$ cat config.mk
export PLATFORM = sky130hd
export DESIGN_NAME = led_pwm_ctrl
export DESIGN_NICKNAME = d
export VERILOG_FILES = /design/src/rtl/led_pwm_pkg.sv /design/src/rtl/led_pwm_chan.sv /design/src/rtl/led_pwm_ctrl.sv
export SDC_FILE = /design/constraint.sdc
export NUM_CORES = 1
export LEC_CHECK = 0
export CORE_ASPECT_RATIO = 1.4
export CORE_MARGIN = 3
export CORE_UTILIZATION = 50
export CTS_CLUSTER_SIZE = 12
export DETAILED_ROUTE_END_ITERATION = 10
export PLACE_DENSITY = 0.78
export SYNTH_ARGS = -nofsm -noshare
export SYNTH_HDL_FRONTEND = slang
export SYNTH_SLANG_ARGS = --single-unit
$ cat constraint.sdc
create_clock -name clk -period 7.19 [get_ports clk]
set_clock_uncertainty 0.05 [all_clocks]
set_input_delay 1.438 -clock clk [delete_from_list [all_inputs] [get_ports clk]]
set_output_delay 1.438 -clock clk [all_outputs]
set_load 0.01 [all_outputs]
$ cat src/rtl/led_pwm_pkg.sv
// Shared types for the multi-channel LED PWM driver.
// Consumers: led_pwm_chan, led_pwm_ctrl (optional gamma map under LED_PWM_GAMMA_EN).
package led_pwm_pkg;

  typedef enum logic [1:0] {
    LED_OFF     = 2'd0,
    LED_ON      = 2'd1,
    LED_BLINK   = 2'd2,
    LED_BREATHE = 2'd3
  } led_mode_e;

  typedef enum logic {
    DIR_UP   = 1'b0,
    DIR_DOWN = 1'b1
  } breathe_dir_e;

endpackage

$ cat src/rtl/led_pwm_chan.sv
// One LED channel: shadow/active config, period counter, blink/breathe state, PWM compare.
// Define LED_PWM_GAMMA_EN to insert a registered square-law duty map (+1 clock latency).
module led_pwm_chan
  import led_pwm_pkg::*;
#(
  parameter int PWM_BITS    = 8,
  parameter int PERIOD_BITS = 12
) (
  input  logic                   clk,
  input  logic                   reset,
  input  logic                   frame_tick,
  input  logic [PWM_BITS-1:0]    pwm_cnt,
  input  logic                   cfg_we,
  input  led_mode_e              cfg_mode,
  input  logic [PWM_BITS-1:0]    cfg_level,
  input  logic [PERIOD_BITS-1:0] cfg_period,
  output logic                   led
);

  typedef struct packed {
    led_mode_e               mode;
    logic [PWM_BITS-1:0]     level;
    logic [PERIOD_BITS-1:0]  period;
  } chan_cfg_t;

  localparam logic [PWM_BITS-1:0] FULL = '1;

  chan_cfg_t              shadow, active;
  logic                   dirty;
  logic [PERIOD_BITS-1:0] per_cnt, per_last;
  logic [PWM_BITS-1:0]    bright, bright_nxt, duty;
  breathe_dir_e           dir, dir_nxt;
  logic                   phase, step;

  // A period of 0 behaves as 1 frame.
  assign per_last = (active.period == '0) ? '0 : active.period - 1'b1;
  assign step     = frame_tick && !dirty && (per_cnt == per_last);

  // NOTE: every always_comb output gets a default first so no path can infer a latch.
  always_comb begin
    dir_nxt    = dir;
    bright_nxt = bright;
    if (step && active.mode == LED_BREATHE) begin
      unique case (dir)
        DIR_UP: begin
          if (bright < active.level) begin
            bright_nxt = bright + 1'b1;
          end else if (active.level != '0) begin
            dir_nxt    = DIR_DOWN;
            bright_nxt = bright - 1'b1;
          end
        end
        DIR_DOWN: begin
          if (bright != '0) begin
            bright_nxt = bright - 1'b1;
          end else if (active.level != '0) begin
            dir_nxt    = DIR_UP;
            bright_nxt = bright + 1'b1;
          end
        end
        default: ;
      endcase
    end
  end

  // NOTE: sequential state uses non-blocking assignments so all registers update together.
  always_ff @(posedge clk) begin
    if (reset) begin
      shadow  <= '{mode: LED_OFF, level: '0, period: '0};
      active  <= '{mode: LED_OFF, level: '0, period: '0};
      dirty   <= 1'b0;
      per_cnt <= '0;
      bright  <= '0;
      dir     <= DIR_UP;
      phase   <= 1'b0;
    end else begin
      if (cfg_we) begin
        shadow <= '{mode: cfg_mode, level: cfg_level, period: cfg_period};
        dirty  <= 1'b1;
      end
      if (frame_tick) begin
        if (dirty) begin
          // A write coincident with the apply stays pending for the next boundary.
          active  <= shadow;
          dirty   <= cfg_we;
          per_cnt <= '0;
          bright  <= '0;
          dir     <= DIR_UP;
          phase   <= 1'b0;
        end else begin
          per_cnt <= step ? '0 : per_cnt + 1'b1;
          bright  <= bright_nxt;
          dir     <= dir_nxt;
          if (step && active.mode == LED_BLINK) phase <= ~phase;
        end
      end
    end
  end

  always_comb begin
    duty = '0;
    unique case (active.mode)
      LED_OFF:     duty = '0;
      LED_ON:      duty = active.level;
      LED_BLINK:   duty = phase ? '0 : active.level;
      LED_BREATHE: duty = bright;
      default:     duty = '0;
    endcase
  end

`ifdef LED_PWM_GAMMA_EN
  logic [2*PWM_BITS-1:0] duty_sq;
  logic [PWM_BITS-1:0]   duty_g, duty_q, cnt_q;

  assign duty_sq = {{PWM_BITS{1'b0}}, duty} * {{PWM_BITS{1'b0}}, duty};
  assign duty_g  = (duty == FULL) ? FULL : PWM_BITS'(duty_sq >> PWM_BITS);

  // pwm_cnt is delayed alongside the mapped duty so the compare stays frame-aligned.
  always_ff @(posedge clk) begin
    if (reset) begin
      duty_q <= '0;
      cnt_q  <= '0;
      led    <= 1'b0;
    end else begin
      duty_q <= duty_g;
      cnt_q  <= pwm_cnt;
      led    <= (duty_q == FULL) || (cnt_q < duty_q);
    end
  end
`else
  always_ff @(posedge clk) begin
    if (reset) led <= 1'b0;
    else       led <= (duty == FULL) || (pwm_cnt < duty);
  end
`endif

endmodule

$ cat src/rtl/led_pwm_ctrl.sv
// Multi-channel LED PWM driver top: prescaler, frame counter, frame_tick, channel array.
// Optional LED_PWM_GAMMA_EN adds a square-law duty map inside each channel.
module led_pwm_ctrl
  import led_pwm_pkg::*;
#(
  parameter int  NUM_CH      = 3,
  parameter int  PWM_BITS    = 8,
  parameter int  PRESCALE    = 98,
  parameter int  PERIOD_BITS = 12,
  localparam int CH_W        = (NUM_CH > 1) ? $clog2(NUM_CH) : 1
) (
  input  logic                   clk,
  input  logic                   reset,
  input  logic                   cfg_wr,
  input  logic [CH_W-1:0]        cfg_ch,
  input  logic [1:0]             cfg_mode,
  input  logic [PWM_BITS-1:0]    cfg_level,
  input  logic [PERIOD_BITS-1:0] cfg_period,
  output logic [NUM_CH-1:0]      led_out,
  output logic                   frame_tick
);

  localparam int PS_W = (PRESCALE > 1) ? $clog2(PRESCALE) : 1;

  logic [PS_W-1:0]     presc;
  logic [PWM_BITS-1:0] pwm_cnt;
  logic                tick;

  assign tick       = (presc == PS_W'(PRESCALE - 1));
  assign frame_tick = tick && (pwm_cnt == '1);

  always_ff @(posedge clk) begin
    if (reset) begin
      presc   <= '0;
      pwm_cnt <= '0;
    end else begin
      presc <= tick ? '0 : presc + 1'b1;
      if (tick) pwm_cnt <= pwm_cnt + 1'b1;
    end
  end

  // Out-of-range channel numbers match no decode and are dropped.
  for (genvar i = 0; i < NUM_CH; i++) begin : g_ch
    led_pwm_chan #(
      .PWM_BITS    (PWM_BITS),
      .PERIOD_BITS (PERIOD_BITS)
    ) u_chan (
      .clk        (clk),
      .reset      (reset),
      .frame_tick (frame_tick),
      .pwm_cnt    (pwm_cnt),
      .cfg_we     (cfg_wr && (cfg_ch == CH_W'(i))),
      .cfg_mode   (led_mode_e'(cfg_mode)),
      .cfg_level  (cfg_level),
      .cfg_period (cfg_period),
      .led        (led_out[i])
    );
  end

endmodule

==> results.ini <==
[worst_setup_path]
start_kind=flip-flop
r2r-start=g_ch[1].u_chan.active[0]$_SDFFE_PP0P_
crit_end=frame_tick
r2r_cells=9
cp.required_ns=5.70
cp-startpoint=presc[0]$_SDFF_PP0_
r2r_slack_ns=3.52
r2r-end=g_ch[1].u_chan.bright[1]$_SDFFE_PP0P_
path_max_fanout=7
path_class=reg -> out
end_kind=output pin
arrival_ns=3.03

[timing]
final-max-slew-violation-count=0
fmax_mhz=221.1
slew_headroom_pct=22.35
finalSetupTns_ns=0
finalCritPeriodShare_pct=62.90
finalHoldViolCount=0
setup_violations=0
period_needed_ns=4.523
tightest_slew_ns=1.156
finalHoldWorstSlack_ns=0.3852
rsz0062_at_grt=no

[drt]
finalWirelength_um=34990
avgViaCountPerCell=6.177
routedWlPerCell_um=17.37
detail_route.first_pass.iterations=7
postRouteAntennaNets=0
highest_layer=met4
vias=12440
drt_iter0_markers=998
wl_met2_um=17750
wl_met1_um=13880
drc=0
wl_met3_um=1683

[clocking]
cts_resized=0
cts-htree-levels=1
cts_buffers=23
cts_root_buf=clkbuf_16
cts_tree=built
clkTransAtPathRegs_ns=0.06
cts.path.max_buffers=3
post-cts-setup-buffers=0
hold_buffers=0
cts_sinks=219
clock_latency_ns=0.53

[floorplan]
die_y_um=196.6
die_area_sq_um=27930
die_x_um=142.1
start_util_pct=50.92
row_count=69
ioPinCount=31
placeableCoreArea_sq_um=25470

[final_layout]
nNetsFinal=1772
drive_gt1_share_pct=4.366
area_growth_pct=7.893
n_antenna_cell=0

[synthesis]
synthDistinctLibCells=86
synth-edff-count=0
syn_avg_cell_area_sq_um=7.478
ys.flop_type=dfxtp_1
synthCells=1734
synth.cell_area_sq_um=12970
synth_nets=1821
yosysWarnings=0
ys_async_sr_fraction_pct=0
synth_seq_cells=219
ys_seq_area_share_pct=33.81

[power_and_ir_drop]
ir_worst_vdd_mv=0.2127
power_density_nw_per_um2=178.7
p_leak_nw=5.053

[placement]
place_congestion=0.9279
io_buffers=30
hpwl_um=25130

[worst_hold_path]
hold_path.class=reg -> reg

[global_route]
grt_util_all_layers_pct=24.85
grt_pass1_wl_um=58050
grt_pass1_vias=11920
grt-ovfl-total=0
antenna_found_initial=0
grt_max_degree=86

[job]
max_cap_violations=0

[run_status]
outcome=complete, no violations

[cells by family (layout without fill, tap and decap cells)]
logic type               count (synthesis)  count (layout)  share of synthesized area, %
AO/OA/AOI/OAI                          448             448                         21.64
adder cells (fa/ha/maj)                 60              60                         5.789
AND/OR/NAND/NOR                        747             747                         27.43
multiplexers                            28              28                         2.229
flip-flops                             219             219                         33.81
buffers and inverters                  176             137                         5.316
XOR/XNOR                                56              56                         3.782
[cell usage in the layout, fill, tap and decap left out, drive strengths merged, types with 28 or more instances in the layout]
cell           count
nand2            345
dfxtp            219
a21oi            191
nor2             102
nand3             69
o21ai             65
inv               64
ha                60
nor3              42
and3              34
clkbuf            32
a31oi             31
clkdlybuf4s50     29
xnor2             28
xor2              28
[through the flow]
step / instances / setup WS, ns / area, sq um / total power [mW] / utilization, %
6_report: 2014 / 2.667 / 13990 / 2.500 / 54.93
5_1_grt: 2014 / 2.479 / 13990 / 2.567 / 54.93
4_1_cts: 2014 / 2.640 / 13990 / 2.514 / 54.93
3_5_place_dp: 1979 / 3.210 / 13290 / 1.381 / 52.17
3_3_place_gp: 1979 / 3.293 / 13290 / 1.379 / 52.17
2_1_floorplan: 1734 / 3.832 / 12970 / 1.334 / -
[area by class of cell]
cell class / count / area (sq um)
fill: 2367 / 11480
multi-input combinational: 1339 / 7899
sequential: 219 / 4384
clock buffer: 32 / 659.4
tap: 319 / 399.1
timing repair buffer: 39 / 369.1
inverter: 63 / 236.5
clock inverter: 3 / 43.79
[state kept, by name (all words and copies together) (netlist names)]
signal / count
g_ch.u_chan.per_cnt: 36
g_ch.u_chan.phase: 3
presc: 7
pwm_cnt: 8
g_ch.u_chan.active: 66
g_ch.u_chan.led: 3
g_ch.u_chan.bright: 24
g_ch.u_chan.shadow: 66
g_ch.u_chan.dirty: 3
g_ch.u_chan.dir: 3
[power breakdown]
group | total [mW] | internal, mW | leakage, nW | switching [mW]
sequential | 1.25 | 1.23 | 1.77 | 0.0148
clock | 1.14 | 0.667 | 0.347 | 0.476
combinational | 0.111 | 0.0374 | 2.94 | 0.0740
[critical path, stage by stage (launching register included)]
cell	delay [ns]
dfxtp_1	0.37
ha_1	0.16
nand4b_1	0.11
nor3_1	0.64
nand3_1	0.19
or2_1	0.28
inv_1	0.18
clkdlybuf4s50_1	0.57
[cell usage after synthesis (8+ instances only)]
library cell  instances  area [sq um]
nor2_1              102         382.9
nor3_1               42         210.2
and3_1               33         206.5
nand2b_1             16         100.1
nand3_1              69         345.3
or3_1                14         87.58
nor4_1               22         137.6
xnor2_1              28         245.2
a21o_1               10         75.07
a211o_1               8         70.07
a21oi_1             190         950.9
clkbuf_1             95         356.6
or4_1                13         97.59
nor2b_1              13         81.33
nand3b_1             10         75.07
a31oi_1              30         187.7
inv_1                62         232.7
nand2_1             344          1291
o21ai_0              64         320.3
o21a_1               12         90.09
mux2i_1              21         210.2
o211ai_1             15         112.6
ha_1                 60         750.7
dfxtp_1             219          4384
and2_1                9         56.30
buf_2                 8         40.04
a22oi_1              16         120.1
xor2_1               28         245.2
o31ai_1              13         97.59
a211oi_1             12         90.09
nor3b_1               8         60.06
nand4_1              18         112.6
[layer usage]
layer	vias to the layer above	global-route usage, %
met2	374	45.06
met4	0	11.59
met3	93	2.136
li1	6064	-
met1	5909	29.34
met5	-	0
[worst min-delay path by stage]
stage	start	endpoint	slack [ns]	depth (start not counted)
6_report	g_ch[2].u_chan.shadow[0]$_SDFFE_PP0P_	g_ch[2].u_chan.active[0]$_SDFFE_PP0P_	0.39	2
5_1_grt	g_ch[1].u_chan.shadow[21]$_SDFFE_PP0P_	g_ch[1].u_chan.active[21]$_SDFFE_PP0P_	0.41	2
4_1_cts	g_ch[2].u_chan.shadow[0]$_SDFFE_PP0P_	g_ch[2].u_chan.active[0]$_SDFFE_PP0P_	0.38	2
3_5_place_dp	g_ch[0].u_chan.shadow[1]$_SDFFE_PP0P_	g_ch[0].u_chan.active[1]$_SDFFE_PP0P_	0.39	2
3_3_place_gp	g_ch[2].u_chan.shadow[0]$_SDFFE_PP0P_	g_ch[2].u_chan.active[0]$_SDFFE_PP0P_	0.39	2
2_1_floorplan	presc[0]$_SDFF_PP0_	presc[0]$_SDFF_PP0_	0.38	1
No activity file was read; power rests on OpenSTA's default activity.
